$ cat src/rtl/ccsds_tm_pkg.sv
// Shared constants and state encoding for the CCSDS TM sync/randomizer path.
// ASM default, LDPC codeblock length, PRN seed/taps, one-hot FSM states.
package ccsds_tm_pkg;

    localparam logic [31:0] ASM_WORD_DEFAULT    = 32'h1ACFFC1D;
    localparam int          BLOCK_LEN_LDPC_8160 = 8160;

    // Window r[7] is the current PRN bit, r[0] the newest. The feedback
    // taps realise h(x)=x^8+x^7+x^5+x^3+1.
    localparam logic [7:0]  PRN_SEED = 8'hFF;
    localparam logic [7:0]  PRN_TAPS = 8'b1001_0101;

    typedef enum logic [2:0] {
        ST_IDLE = 3'b001,
        ST_ASM  = 3'b010,
        ST_DATA = 3'b100
    } state_e;

endpackage

$ cat src/rtl/ccsds_prn_lfsr.sv
// CCSDS pseudo-randomizer sequence generator, period 255, seed all ones.
// Emits FF 48 0E C0 ... MSB first, one bit per advance.
module ccsds_prn_lfsr
    import ccsds_tm_pkg::*;
(
    input  logic clk,
    input  logic rst,
    input  logic init,
    input  logic advance,
    output logic prn
);

    logic [7:0] lfsr_q;
    logic [7:0] lfsr_d;

    // Next window: reseed at codeblock start, else shift in the feedback bit.
    always_comb begin
        lfsr_d = lfsr_q;
        if (init) begin
            lfsr_d = PRN_SEED;
        end else if (advance) begin
            lfsr_d = {lfsr_q[6:0], ^(lfsr_q & PRN_TAPS)};
        end
    end

    // Sequence register.
    always_ff @(posedge clk or posedge rst) begin
        if (rst) begin
            lfsr_q <= PRN_SEED;
        end else begin
            lfsr_q <= lfsr_d;
        end
    end

    assign prn = lfsr_q[7];

endmodule

$ cat src/rtl/ccsds_asm_randomizer.sv
// Prefixes each 1-bit LDPC codeblock with the ASM, optionally randomizes it,
// checks length against tlast. Optional randomizer: CCSDS_RANDOMIZER_EN.
module ccsds_asm_randomizer
    import ccsds_tm_pkg::*;
#(
    parameter logic [31:0] ASM_WORD  = ASM_WORD_DEFAULT,
    parameter int          BLOCK_LEN = BLOCK_LEN_LDPC_8160
) (
    input  logic clk,
    input  logic rst,
    input  logic s_axis_tdata,
    input  logic s_axis_tvalid,
    input  logic s_axis_tlast,
    output logic s_axis_tready,
    output logic m_axis_tdata,
    output logic m_axis_tvalid,
    output logic m_axis_tlast,
    input  logic m_axis_tready,
    output logic frame_err
);

    localparam logic [12:0] LAST_IDX = 13'(BLOCK_LEN - 1);

    state_e      state_q, state_d;
    logic [4:0]  asm_cnt_q, asm_cnt_d;
    logic [12:0] bit_cnt_q, bit_cnt_d;
    logic        m_data_q, m_data_d;
    logic        m_valid_q, m_valid_d;
    logic        m_last_q, m_last_d;
    logic        err_q, err_d;
    logic        slot_free;
    logic        is_full;
    logic        lfsr_init;
    logic        lfsr_adv;
    logic        prn;

`ifdef CCSDS_RANDOMIZER_EN
    ccsds_prn_lfsr u_prn (
        .clk     (clk),
        .rst     (rst),
        .init    (lfsr_init),
        .advance (lfsr_adv),
        .prn     (prn)
    );
`else
    logic unused_lfsr;
    assign unused_lfsr = lfsr_init | lfsr_adv;
    assign prn         = 1'b0;
`endif

    assign slot_free = !m_valid_q || m_axis_tready;
    assign is_full   = (bit_cnt_q == LAST_IDX);

    // Framing FSM and output-slot loading.
    always_comb begin
        state_d       = state_q;
        asm_cnt_d     = asm_cnt_q;
        bit_cnt_d     = bit_cnt_q;
        m_data_d      = m_data_q;
        m_valid_d     = m_valid_q;
        m_last_d      = m_last_q;
        err_d         = 1'b0;
        lfsr_init     = 1'b0;
        lfsr_adv      = 1'b0;
        s_axis_tready = 1'b0;
        if (slot_free) begin
            m_valid_d = 1'b0;
        end
        unique case (state_q)
            ST_IDLE: begin
                if (s_axis_tvalid) begin
                    state_d   = ST_ASM;
                    asm_cnt_d = 5'd0;
                end
            end
            ST_ASM: begin
                if (slot_free) begin
                    m_valid_d = 1'b1;
                    m_data_d  = ASM_WORD[5'd31 - asm_cnt_q];
                    m_last_d  = 1'b0;
                    asm_cnt_d = asm_cnt_q + 5'd1;
                    if (asm_cnt_q == 5'd31) begin
                        state_d   = ST_DATA;
                        bit_cnt_d = 13'd0;
                        lfsr_init = 1'b1;
                    end
                end
            end
            ST_DATA: begin
                s_axis_tready = slot_free;
                if (s_axis_tvalid && slot_free) begin
                    m_valid_d = 1'b1;
                    m_data_d  = s_axis_tdata ^ prn;
                    bit_cnt_d = bit_cnt_q + 13'd1;
                    lfsr_adv  = 1'b1;
                    m_last_d  = s_axis_tlast || is_full;
                    if (s_axis_tlast || is_full) begin
                        state_d = ST_IDLE;
                        err_d   = s_axis_tlast ^ is_full;
                    end
                end
            end
            default: begin
                state_d = ST_IDLE;
            end
        endcase
    end

    // State, counters and the registered output slot.
    always_ff @(posedge clk or posedge rst) begin
        if (rst) begin
            state_q   <= ST_IDLE;
            asm_cnt_q <= 5'd0;
            bit_cnt_q <= 13'd0;
            m_data_q  <= 1'b0;
            m_valid_q <= 1'b0;
            m_last_q  <= 1'b0;
            err_q     <= 1'b0;
        end else begin
            state_q   <= state_d;
            asm_cnt_q <= asm_cnt_d;
            bit_cnt_q <= bit_cnt_d;
            m_data_q  <= m_data_d;
            m_valid_q <= m_valid_d;
            m_last_q  <= m_last_d;
            err_q     <= err_d;
        end
    end

    assign m_axis_tdata  = m_data_q;
    assign m_axis_tvalid = m_valid_q;
    assign m_axis_tlast  = m_last_q;
    assign frame_err     = err_q;

endmodule

$ cat config.mk
export PLATFORM = sky130hd
export DESIGN_NAME = ccsds_asm_randomizer
export DESIGN_NICKNAME = d
export VERILOG_FILES = /design/src/rtl/ccsds_tm_pkg.sv /design/src/rtl/ccsds_prn_lfsr.sv /design/src/rtl/ccsds_asm_randomizer.sv
export SDC_FILE = /design/constraint.sdc
export NUM_CORES = 1
export LEC_CHECK = 0
export BUFFER_PORTS_ARGS = -buffer_cell sky130_fd_sc_hd__buf_2
export CAP_MARGIN = 40
export CORE_ASPECT_RATIO = 2
export CORE_MARGIN = 10
export CORE_UTILIZATION = 31
export CTS_BUF_LIST = sky130_fd_sc_hd__clkbuf_8
export CTS_CLUSTER_DIAMETER = 80
export DETAILED_ROUTE_END_ITERATION = 7
export SETUP_SLACK_MARGIN = 0.4
export SLEW_MARGIN = 10
export SYNTH_ARGS = -nofsm -noshare
export SYNTH_HDL_FRONTEND = slang
export SYNTH_SLANG_ARGS = --single-unit
$ cat constraint.sdc
create_clock -name clk -period 2.25 [get_ports clk]
set_clock_uncertainty 0.05 [all_clocks]
set_input_delay 0.45 -clock clk [delete_from_list [all_inputs] [get_ports clk]]
set_output_delay 0.45 -clock clk [all_outputs]
set_load 0.05 [all_outputs]
==> metrics.yaml <==
outcome:
  run_status: "completed"
yosys:
  synth_top_family_by_area: "simple AND/OR/NAND/NOR gates"
  synth_compound_area_share_pct: 17.5
  cell_types_occupying_the_most_area_after_synthesis: "sky130_fd_sc_hd__dfrtp_1, sky130_fd_sc_hd__o31ai_1, sky130_fd_sc_hd__a21oi_1"
  synth-adder-area-share_pct: 3.46
  ys_types: 43
  cell_area_after_synthesis_mm2: 0.00145
  yosys_most_used_dff: "sky130_fd_sc_hd__dfrtp_1"
  synth-edff-count: 0
  synth_top_cell_by_area: "sky130_fd_sc_hd__dfrtp_1"
  synth_simple_gate_area_share_pct: 27.9
  synth-warning-count: 0
  syn-instance-count: 154
  synth.yosys.seq_area_share_pct: 43.3
  ys_async_sr_fraction_pct: 100
  synth.top_cell.area_share_pct: 41.5
  postSynthNetCount: 164
  post_synth_xor_area_fraction_pct: 1.82
  synth.area.mux_share_pct: 2.08
  yosys_register_bits: 25
  syn_avg_cell_area_um2: 9.39
final_layout:
  antenna_cells_inserted: 0
  layout_commonest_cell: "sky130_fd_sc_hd__buf_4"
  nets: 202
  layout_common_cells: "sky130_fd_sc_hd__buf_4, sky130_fd_sc_hd__dfrtp_1, sky130_fd_sc_hd__nand2_1, sky130_fd_sc_hd__a21oi_1, sky130_fd_sc_hd__o31ai_1"
  multi_input_area_um2: 840
  post_route_cells_drive_above_1_share_pct: 34.6
  area_growth_syn_to_layout_pct: 30.9
  design_area_mm2: 0.00189
  nFillCells: 472
  regArea_um2: 631
global_route:
  grt_overflow_total: 0
  grt_antenna_before_repair: 0
  grt_pass1_vias: 1372
  grt_pass1_wl_mm: 6.34
  grt_start_max_net_pins: 26
  grt_use_total_pct: 10.2
clocking:
  cts.reportedPaths.clkPinSlew_ns: 0.09
  clockRootBuffer: "sky130_fd_sc_hd__clkbuf_8"
  later_pin_clock_latency_in_the_skew_report_ns: 0.27
  clock_path_buffers: 2
  cts_tree: "done"
  clkSinkCount: 25
  htree_num_levels: 1
  hold_buffers: 0
  cts_made_buffers: 3
timing:
  min_period_ns: 1.91
  finalCritPeriodShare_pct: 85.0
  worst_pin_slew_ns: 0.467
  report.final.slew_viol_count: 0
  final.setup.worst_slack_ns: 0.337
  number_of_failing_hold_endpoints_at_the_final_stage: 0
  slew-limit-headroom_pct: 68.6
  clock.fmax_ghz: 0.523
  report.final.setup_viol: 0
  setup-tns-final_ns: 0
  rsz0062_at_grt: "yes"
power:
  power.static_leakage_nw: 0.802
  intPower_uw: 843
  vdd.ir_drop.worst_mv: 0.527
  combinational_share_of_power_pct: 36.6
  total_power_mw: 1.31
  seq_power_share_pct: 42.5
  net-switching-power_uw: 469
  power.density_mw_per_mm2: 693
  switching_share_pct: 35.7
  clockPowerShare_pct: 20.8
routing:
  wl_per_cell_um: 15.7
  drt-total-wl_mm: 3.86
  drtIter0Drc: 22
  drc: 0
  vias_per_inst: 5.48
  ant_nets: 0
  route.vias.total: 1348
  drt_first_pass_iters: 4
setup_path:
  worstSetupPathType: "reg2out"
  cp_max_fo: 4
  worst-endpoint-required_ns: 1.75
  critical_path.reg2reg.startpoint: "bit_cnt_q[0]"
  worstSetupStartpointType: "flip-flop"
  rr_endpoint: "state_q[2]"
  rrSetupSlack_ns: 0.34
  worst_setup_path_end_kind: "primary output"
  timing.critical_path.arrival_ns: 1.41
  worst_r2r_path_depth: 9
place:
  place.gp.congestion: 0.828
  post-dp-hpwl_mm: 2.74
  dp_slack_ns: 0.235
  dpl_cell_area_mm2: 0.00158
  io_buffers: 10
die:
  chipHeight_um: 117
  core_mm2: 0.00455
  design.die.area_mm2: 0.00796
  die_w_um: 68.3
  design.portCount: 11
  std_cell_rows: 35
  initial_utilization_pct: 31.8
worst_hold_path:
  holdCritPathClass: "in2async"
flow_run:
  cap_viol_max_count: 0
[worst max-delay path by stage]
stage | startpoint | endpoint | slack, ns | cells after the start
after floorplan | bit_cnt_q[0] | state_q[2] | 0.25 | 10
after global placement | bit_cnt_q[0] | state_q[2] | 0.25 | 9
after detailed placement | bit_cnt_q[0] | state_q[2] | 0.23 | 9
after CTS | bit_cnt_q[0] | state_q[2] | 0.30 | 9
after global routing | bit_cnt_q[1] | state_q[2] | 0.24 | 9
final | state_q[1] | s_axis_tready | 0.34 | 3
[critical path: stages (launching register included)]
cell	delay, ns
sky130_fd_sc_hd__dfrtp_2	0.44
sky130_fd_sc_hd__or3b_4	0.44
sky130_fd_sc_hd__nor2_4	0.10
sky130_fd_sc_hd__buf_6	0.16
[cells by family after synthesis]
family / Yosys count
buf+inv: 11
simple gates: 69
mux: 3
xor+xnor: 3
fa+ha+maj: 4
compound gates: 39
flops: 25
[flip-flops by register name (all words and copies together) (netlist names)]
| register | flops |
|---|---|
| bit_cnt_q | 13 |
| asm_cnt_q | 5 |
| m_axis_tvalid | 1 |
| m_axis_tlast | 1 |
| frame_err | 1 |
| state_q | 3 |
| m_axis_tdata | 1 |
[routing by layer]
metal | global-route usage [%] | share of wire [%] | up-vias
met5 | 0 | 0 | -
met4 | 5.13 | 2.6 | 0
met3 | 1.25 | 2.1 | 10
met2 | 20.3 | 60 | 28
met1 | 9.31 | 35 | 662
li1 | - | - | 648
[synthesized netlist by cell type, types with 2 or more instances]
library cell and instances:
sky130_fd_sc_hd__buf_6 2, sky130_fd_sc_hd__nor2b_1 3, sky130_fd_sc_hd__nor2_1 9, sky130_fd_sc_hd__and3_1 2
sky130_fd_sc_hd__o21a_1 2, sky130_fd_sc_hd__o21ai_0 5, sky130_fd_sc_hd__clkbuf_1 3, sky130_fd_sc_hd__o31ai_1 10
sky130_fd_sc_hd__nor4_1 2, sky130_fd_sc_hd__inv_1 5, sky130_fd_sc_hd__ha_1 4, sky130_fd_sc_hd__a21oi_1 13
sky130_fd_sc_hd__mux2i_1 3, sky130_fd_sc_hd__dfrtp_1 24, sky130_fd_sc_hd__nand4b_1 3, sky130_fd_sc_hd__nand4_1 2
sky130_fd_sc_hd__nand2_1 13, sky130_fd_sc_hd__a31oi_1 2, sky130_fd_sc_hd__nor3_1 3, sky130_fd_sc_hd__xnor2_1 3
sky130_fd_sc_hd__nand3_1 9, sky130_fd_sc_hd__or4_1 5, sky130_fd_sc_hd__or2_2 2, sky130_fd_sc_hd__nand2b_1 3
sky130_fd_sc_hd__nand3b_1 2, sky130_fd_sc_hd__nor3b_1 3
[power groups by stage]
| stage | sequential, mW | combinational (mW) | clock (mW) |
|---|---|---|---|
| 4_1_cts | 0.557 | 0.440 | 0.281 |
| 5_1_grt | 0.564 | 0.523 | 0.299 |
| 3_5_place_dp | 0.595 | 0.302 | 0 |
| 3_3_place_gp | 0.595 | 0.301 | 0 |
| 6_report | 0.558 | 0.481 | 0.274 |
| 2_1_floorplan | 0.612 | 0.197 | 0 |
[through the flow]
stage | hold slack (ns) | utilization (%) | std cells
after floorplan | 0.413 | - | 154
after global placement | 0.409 | 34.6 | 216
after detailed placement | 0.421 | 34.6 | 216
after CTS | 0.179 | 39.5 | 240
after global routing | 0.178 | 41.6 | 246
final | 0.165 | 41.6 | 246
[area by class of cell]
class                   instances  share of cell area [%]
multi-input cells             118                    44.3
flip-flops and latches         25                    33.3
repair buffers                 39                    15.3
well taps                      55                    3.64
clock buffers                   3                    2.18
inverters                       5                   0.991
clock inverters                 1                   0.264
[repair_timing]
| item | 4_1_cts | 5_1_grt |
|---|---|---|
| pin swaps | 7 | 10 |
| resized for setup | 7 | 12 |
| cloned | 0 | 0 |
| hold endpoints to repair | 0 | 0 |
| endpoints found under the setup margin | 6 | 16 |
| buffers inserted | 20 | 6 |
Note: power is estimated with default switching activity, not from simulation.
